===== config.mk =====
export PLATFORM = sky130hd
export DESIGN_NAME = p_bus_change_capture_flat
export DESIGN_NICKNAME = d
export VERILOG_FILES = /design/src/rtl/p_bus_change_capture_if.sv /design/src/rtl/p_bus_change_capture.sv /design/src/flat_wrapper.sv
export SDC_FILE = /design/constraint.sdc
export NUM_CORES = 1
export LEC_CHECK = 0
export ABC_CLOCK_PERIOD_IN_PS = 2300
export CORE_UTILIZATION = 45
export CTS_BUF_LIST = sky130_fd_sc_hd__clkbuf_8 sky130_fd_sc_hd__clkbuf_16
export DETAILED_ROUTE_END_ITERATION = 16
export GPL_TIMING_DRIVEN = 0
export PLACE_DENSITY_LB_ADDON = 0.25
export SLEW_MARGIN = 20
export SYNTH_ARGS = -nofsm -noshare
export SYNTH_HDL_FRONTEND = slang
export SYNTH_SLANG_ARGS = --single-unit

===== constraint.sdc =====
create_clock -name clk -period 2.3 [get_ports clk]
set_input_delay 0.345 -clock clk [delete_from_list [all_inputs] [get_ports clk]]
set_output_delay 0.345 -clock clk [all_outputs]
set_load 0.01 [all_outputs]

===== src/rtl/p_bus_change_capture_if.sv =====
// p_bus_change_capture_if
//   Bundles the monitored bus, the sampling enable, the record drain
//   handshake and the end-of-test status of p_bus_change_capture.
//   slave  : capture block side (samples p_in, drives the record stream)
//   master : producer/consumer side (drives p_in, en, out_ready)
//   Signals:
//     en        sampling enable
//     p_in      6-bit monitored bus, flat bit 5 = p_in[2][0] ... bit 0 = p_in[4][1]
//     out_valid head record available
//     out_ready consumer accepts the head record
//     out_data  head record bus value
//     out_ts    head record timestamp
//     chg_cnt   saturating count of detected changes
//     ovf       sticky flag: a change was dropped on a full FIFO
interface p_bus_change_capture_if #(
  parameter int TS_W  = 8,
  parameter int CNT_W = 8
);
  logic             en;
  bit   [2:4][0:1]  p_in;
  logic             out_valid;
  logic             out_ready;
  logic [5:0]       out_data;
  logic [TS_W-1:0]  out_ts;
  logic [CNT_W-1:0] chg_cnt;
  logic             ovf;

  modport slave (
    input  en, p_in, out_ready,
    output out_valid, out_data, out_ts, chg_cnt, ovf
  );

  modport master (
    output en, p_in, out_ready,
    input  out_valid, out_data, out_ts, chg_cnt, ovf
  );
endinterface


===== src/rtl/p_bus_change_capture.sv =====
// p_bus_change_capture
//   Samples the 6-bit bus p_in on every enabled clock, detects value
//   changes against the previously sampled value, and queues each change
//   as a {value, timestamp} record in a DEPTH-entry circular FIFO that
//   drains through a valid/ready handshake. A saturating change counter
//   and a sticky overflow flag support end-of-test reporting.
//   Ports:
//     clk  rising-edge clock
//     rst  synchronous active-high reset
//     bus  p_bus_change_capture_if.slave (en, p_in, out_ready in;
//          out_valid, out_data, out_ts, chg_cnt, ovf out)
//   Outputs depend only on registers, so p_in never reaches them
//   combinationally.
module p_bus_change_capture #(
  parameter int DEPTH = 4,
  parameter int TS_W  = 8,
  parameter int CNT_W = 8
) (
  input  logic                      clk,
  input  logic                      rst,
  p_bus_change_capture_if.slave     bus
);

  localparam int AW = $clog2(DEPTH);

  typedef enum logic [1:0] {
    S_EMPTY,
    S_PARTIAL,
    S_FULL
  } state_t;

  state_t           state;
  logic [5:0]       sample;
  logic [5:0]       prev;
  logic [TS_W-1:0]  ts;
  logic [AW:0]      wr_ptr;
  logic [AW:0]      rd_ptr;
  logic [AW:0]      wr_ptr_nxt;
  logic [AW:0]      rd_ptr_nxt;
  logic [5:0]       mem_data [DEPTH];
  logic [TS_W-1:0]  mem_ts   [DEPTH];
  logic [CNT_W-1:0] chg_cnt;
  logic             ovf;
  logic             out_valid;
  logic             empty;
  logic             full;
  logic             change;
  logic             pop;
  logic             push;
  logic             drop;

  function automatic logic [CNT_W-1:0] sat_inc(input logic [CNT_W-1:0] v);
    return (v == {CNT_W{1'b1}}) ? v : v + 1'b1;
  endfunction

  // Occupancy classification from a pointer pair; the wrap bit
  // distinguishes full from empty when the index bits coincide.
  function automatic state_t occ_state(input logic [AW:0] wp, input logic [AW:0] rp);
    if (wp == rp)
      return S_EMPTY;
    else if ((wp[AW] != rp[AW]) && (wp[AW-1:0] == rp[AW-1:0]))
      return S_FULL;
    else
      return S_PARTIAL;
  endfunction

  // p_in is 2-state bit; packed order already yields flat bit 5..0.
  assign sample = bus.p_in;

  assign empty  = (wr_ptr == rd_ptr);
  assign full   = (wr_ptr[AW] != rd_ptr[AW]) && (wr_ptr[AW-1:0] == rd_ptr[AW-1:0]);
  assign change = bus.en && (sample != prev);
  assign pop    = out_valid && bus.out_ready;
  // A full FIFO still accepts a record when the head leaves in the same cycle.
  assign push   = change && (!full || pop);
  assign drop   = change && full && !pop;

  always_comb begin
    wr_ptr_nxt = wr_ptr + (AW+1)'(push);
    rd_ptr_nxt = rd_ptr + (AW+1)'(pop);
  end

  // ---- sample stage: timestamp, previous value, counters, pointers ----
  always_ff @(posedge clk) begin
    if (rst) begin
      ts      <= '0;
      prev    <= '0;
      wr_ptr  <= '0;
      rd_ptr  <= '0;
      chg_cnt <= '0;
      ovf     <= 1'b0;
      state   <= S_EMPTY;
    end else begin
      if (bus.en) begin
        ts   <= ts + 1'b1;
        prev <= sample;
      end
      if (change)
        chg_cnt <= sat_inc(chg_cnt);
      if (drop)
        ovf <= 1'b1;
      wr_ptr <= wr_ptr_nxt;
      rd_ptr <= rd_ptr_nxt;
      state  <= occ_state(wr_ptr_nxt, rd_ptr_nxt);
    end
  end

  // Record storage carries no reset; stale slots are never exposed
  // because the outputs are gated by out_valid.
  always_ff @(posedge clk) begin
    if (push) begin
      mem_data[wr_ptr[AW-1:0]] <= sample;
      mem_ts[wr_ptr[AW-1:0]]   <= ts;
    end
  end

  // ---- output stage: head of FIFO ----
  // state mirrors the pointer-derived occupancy, so out_valid == !empty.
  assign out_valid     = (state != S_EMPTY);
  assign bus.out_valid = out_valid;
  assign bus.out_data  = out_valid ? mem_data[rd_ptr[AW-1:0]] : '0;
  assign bus.out_ts    = out_valid ? mem_ts[rd_ptr[AW-1:0]] : '0;
  assign bus.chg_cnt   = chg_cnt;
  assign bus.ovf       = ovf;

  // empty is kept as the pointer-level view for readability of the
  // handshake logic; tie it into an assertion-free use here.
  logic unused_empty;
  assign unused_empty = empty;

endmodule


===== src/flat_wrapper.sv =====
// flat-port wrapper written by rule: the top's interface ports become plain ports
module p_bus_change_capture_flat 
#(
  parameter int DEPTH = 4,
  parameter int TS_W  = 8,
  parameter int CNT_W = 8
)
  (clk, rst, bus_en, bus_p_in, bus_out_ready, bus_out_valid, bus_out_data, bus_out_ts, bus_chg_cnt, bus_ovf);
  p_bus_change_capture_if #(.TS_W(TS_W), .CNT_W(CNT_W)) bus_i ();
  input  logic clk;
  input  logic rst;
  input wire logic [$bits(bus_i.en)-1:0] bus_en;
  input wire logic [$bits(bus_i.p_in)-1:0] bus_p_in;
  input wire logic [$bits(bus_i.out_ready)-1:0] bus_out_ready;
  output wire logic [$bits(bus_i.out_valid)-1:0] bus_out_valid;
  output wire logic [$bits(bus_i.out_data)-1:0] bus_out_data;
  output wire logic [$bits(bus_i.out_ts)-1:0] bus_out_ts;
  output wire logic [$bits(bus_i.chg_cnt)-1:0] bus_chg_cnt;
  output wire logic [$bits(bus_i.ovf)-1:0] bus_ovf;
  assign bus_i.en = bus_en;
  assign bus_i.p_in = bus_p_in;
  assign bus_i.out_ready = bus_out_ready;
  assign bus_out_valid = bus_i.out_valid;
  assign bus_out_data = bus_i.out_data;
  assign bus_out_ts = bus_i.out_ts;
  assign bus_chg_cnt = bus_i.chg_cnt;
  assign bus_ovf = bus_i.ovf;
  p_bus_change_capture #(.DEPTH(DEPTH), .TS_W(TS_W), .CNT_W(CNT_W)) u_core (.clk(clk), .rst(rst), .bus(bus_i));
endmodule

### Word-level counts from Yosys, hierarchy flattened

Memory sizes are Yosys's and may differ from the RTL's. A register that Yosys moved wholly into a read port is not among the register bits.
Index checks and enable logic that the tools add are counted.

* add/sub/neg operators: 4
* equality and inequality tests: 7
* multiplexer cells: 7
* bitwise operators: 1
* reductions and logical operators: 13

Operator list (number)
* adder 8 x 1 -> 8 bit, second input constant: 2
* == test 8 bit, second input constant: 1
* two-way mux 8 bit: 1
* logical AND 1 bit: 7
* adder 3 x 1 -> 3 bit: 2
* two-way mux 2 bit: 3
* two-way mux 6 bit: 1
* != test 6 bit: 1
* == test 2 bit: 2
* == test 3 bit: 1
* logical NOT 1 bit: 2
* two-way mux 1 bit: 2
* != test 1 bit: 2
* AND reduction 2 bit: 1
* nonzero test 2 bit: 1
* OR reduction 2 bit: 1
* logical OR 1 bit: 1
* inverter 1 bit: 1

* bits in registers: 31
* memory bits (writable): 56
* bits of input ports: 10
* output and inout bits: 24
* logic and storage cells: 41
* memories kept: 2

Memory list
* u_core.mem_ts: words 4, width 8, read ports 1, clocked after memory_dff 1, wr ports 1, line p_bus_change_capture.sv:41 `logic [TS_W-1:0] mem_ts [DEPTH];`
* u_core.mem_data: words 4, width 6, read ports 1, clocked after memory_dff 1, wr ports 1, line p_bus_change_capture.sv:40 `logic [5:0] mem_data [DEPTH];`

### Logic depth before layout (Yosys ltp)

* word-level depth: 9
* depth in mapped cells: 11
* gate-level depth less buffers: 10

### Least setup slack after synthesis

OpenSTA, ideal clock, no wires.

* path type: register -> register
* start point: reg u_core.rd_ptr[0]
* end point: mem u_core.mem_data[2][0] (enable)
* library setup time: 406 ps
* arrival time: 2125 ps
* required time: 1894 ps
* path slack: -231 ps
* cell stages (with the launch flop): 7
* buffers on the path: 2
* period minus slack after synthesis: 2531 ps
* cells stage by stage: dfxtp_1 buf_4 buf_6 xnor2_1 nand4_1 nand3_1 nor3b_1

* word-level cells in the longest chain between the ends: 7

RTL lines
* start, declared: line p_bus_change_capture.sv:37 `logic [AW:0] rd_ptr;`
* start signal, assigned: line p_bus_change_capture.sv:103 `rd_ptr <= rd_ptr_nxt;`
* == test 2 bit: line p_bus_change_capture.sv:71 `assign full = (wr_ptr[AW] != rd_ptr[AW]) && (wr_ptr[AW-1:0] == rd_ptr[AW-1:0]);`
* logical AND 1 bit: line p_bus_change_capture.sv:71
* logical NOT 1 bit: line p_bus_change_capture.sv:75 `assign push = change && (!full || pop);`
* logical OR 1 bit: line p_bus_change_capture.sv:75
* logical AND 1 bit: line p_bus_change_capture.sv:75
* two-way mux 1 bit: line p_bus_change_capture.sv:111 `if (push) begin`
* two-way mux 1 bit (not written as such): line p_bus_change_capture.sv:112 `mem_data[wr_ptr[AW-1:0]] <= sample;`
* end, declared: line p_bus_change_capture.sv:40

No other way between the ends.

==> results.md <==
* Worst-Skew Late Latency at 350 ps
* First-pass GRT wire length at 9915 um
* Tightest Hold Check Type: in2reg
* Most used DFF post-synth: edfxtp_1
* Clock skew at 3.905 ps
* Max_cap viols at 0
* Distinct cells, synth at 31
* CTS tree: built
* Peak supply drop at 379.1 uV
* Root buffer cell: clkbuf_8
* Critical-path maximum fanout at 5
* Port Buffer Count at 31
* Slew headroom at 57.85%
* Die area at 8270 um2
* Number of remaining DRC errors at 0
* Starting Density at 46.31%
* Sequential area share after synthesis at 64.67%
* GRT overflow at 0
* Kind of critical path: reg2out
* Worst-path clk slew at 80 ps
* Fin. max-slew vios at 0
* Detailed-route wire length at 6269 um
* Synth Instances at 246
* Crit path DAT at 1870 ps
* Crit end category: primary output
* Final-layout fill cell count at 620
* CTS Buf Count at 9
* Ratio of cells with drive above 1 in the final layout at 19.67%
* Static Leak at 1.671 nW
* Detail Route Antenna Nets at 0
* Max clock buf depth at 2
* Startpoint types: register
* Row cnt at 32
* Max Freq at 451.9 MHz
* CTS Hold Buffers Added at 0
* RSZ-0062 raised after global routing: no
* Routed len/inst at 15.59 um
* Synthesized area at 3560 um2
* Chip width at 90.94 um
* Multi-input gate area at 1249 um2
* Mapped Nets at 262
* IO Count at 34
* Post-layout min period at 2213 ps
* Core Box Area at 7687 um2
* PwrDens at 814.2 nW/um2
* DP HPWL at 4250 um
* DP Area at 4049 um2
* Syn avg cell area at 14.47 um2
* Number of synthesized flops with an enable pin at 56
* Synth warnings at 0
* DRT iter0 DRCs at 76
* Final clock period utilization by the worst path at 96.22%
* Tightest Pin Transition at 628.8 ps
* Total track usage at 16.04%
* Die Span Y at 90.94 um
* Post-synth ARST share at 0%
* Via count at 2038
* Area Growth Syn to Fin at 24.32%
* Reg2Reg Depth at 8
* Vias in the first global route at 2014
* Pin count of the biggest net entering global routing at 16
* Placer Congestion at 0.6839
* Setup violators final at 0
* Status: finished clean
* Vias per cell at 5.070
* Hold Path Cell Cnt at 1
* Final hold vios at 0
* Final Power at 3.603 mW
* First-pass DRT Iterations at 4
* CP required at 1960 ps
* ANT cells at 0
* FF+latch count, synth at 87
* # clock sinks at 87
* Initial antenna violation count at 0
* # nets final at 311
* H-tree levels at 3
* Register area at 2303 um2
* Final Cell Area at 4425 um2
per-stage QoR:
stage	setup TNS [ps]	utilization, %	instances	hold WS (ps)	worst slack [ps]
after floorplan	-7659	-	246	443.9	-230.6
after global placement	-70600	52.00	379	451.6	-1488
after detailed placement	-24440	52.67	382	466.4	-664.1
after CTS	0	56.43	399	432.8	1.111
after global routing	0	57.57	402	365.9	15.78
final	0	57.57	402	355.2	86.93
cells by family (layout without fill, tap and decap cells):
group	Yosys count	after routing	synth area share (%)
flops	87	87	64.67
xor+xnor	20	20	4.921
mux	25	25	12.06
simple gates	78	78	11.53
buf+inv	16	70	2.285
compound gates	14	14	2.426
fa+ha+maj	6	6	2.109
synthesized netlist by cell type (all sizes together), types with 6 or more instances:
cell type / instances / area [um2]
nand4: 8 / 50.05
mux4: 14 / 315.3
xnor2: 7 / 61.31
clkbuf: 7 / 26.28
dfxtp: 31 / 620.6
a21oi: 6 / 33.78
nor2: 28 / 105.1
edfxtp: 56 / 1682
mux2i: 8 / 80.08
ha: 6 / 75.07
xor2: 13 / 113.9
nor2b: 22 / 137.6
worst max-delay path, cell delays in order (launching register included):
cell           delay, ps
dfxtp_2              360
buf_12               130
clkbuf_16            150
mux4_2               470
nor2b_1              130
dlygate4sd2_1        280
metal layers:
metal	track usage [%]	vias to the layer above	part of all wire [%]
met1	20.12	987	46
met3	3.266	11	3.7
met4	7.937	0	1.7
met2	26.52	39	49
met5	0	-	0
li1	-	1001	-
placed cells by master, fill, tap and decap left out, types with 4 or more instances in the layout:
cell / instances
mux4_2: 14
clkbuf_8: 10
xor2_1: 13
nor2b_1: 22
inv_1: 5
buf_6: 4
nand4_1: 8
edfxtp_1: 56
dfxtp_1: 30
xnor2_1: 6
a21oi_1: 5
nor2_1: 25
nand2_1: 5
clkdlybuf4s50_1: 11
clkbuf_1: 5
mux2i_1: 8
ha_1: 5
dlygate4sd2_1: 17
o21ai_0: 4
path summary, 6_finish.rpt:
check / from / to / slack, ps
worst max-delay path: u_core.rd_ptr[0]$_SDFF_PP0_ / bus_out_ts[3] / 90
worst min-delay path: bus_p_in[1] / u_core.mem_data[3][1]$_DFFE_PP_ / 360
worst max register to register: u_core.rd_ptr[0]$_SDFF_PP0_ / u_core.mem_ts[1][7]$_DFFE_PP_ / 110
worst min register to register: u_core.bus.ovf$_SDFFE_PP0P_ / u_core.bus.ovf$_SDFFE_PP0P_ / 490
flip-flops by register name (all words and copies together), names as in the netlist:
name and count:
u_core.bus.chg_cnt 8, u_core.bus.ovf 1, u_core.mem_data 24, u_core.mem_ts 32, u_core.prev 6, u_core.rd_ptr 3, u_core.state 2, u_core.ts 8
u_core.wr_ptr 3
power by group:
group | internal, mW | leakage (nW) | total [mW] | switching, mW
registers | 1.74 | 0.786 | 1.78 | 0.0429
logic | 0.319 | 0.760 | 0.586 | 0.267
clock network | 0.718 | 0.125 | 1.24 | 0.519
total | 2.77 | 1.67 | 3.60 | 0.829
what timing repair did:
action                     4_1_cts  5_1_grt
setup buffers                    1        2
gates cloned                     0        1
pin swaps                        1        2
setup endpoints to repair       55       40
resized for setup               38        6
final cells by class:
type,instances,area share [%]
Clock buffer,9,2.799
Multi-Input combinational cell,143,28.22
Clock inverter,7,2.545
Sequential cell,87,52.05
Buffer,12,2.460
Timing Repair Buffer,38,8.708
Inverter,4,0.3393
Tap cell,102,2.884
No activity file was read; power rests on OpenSTA's default activity.
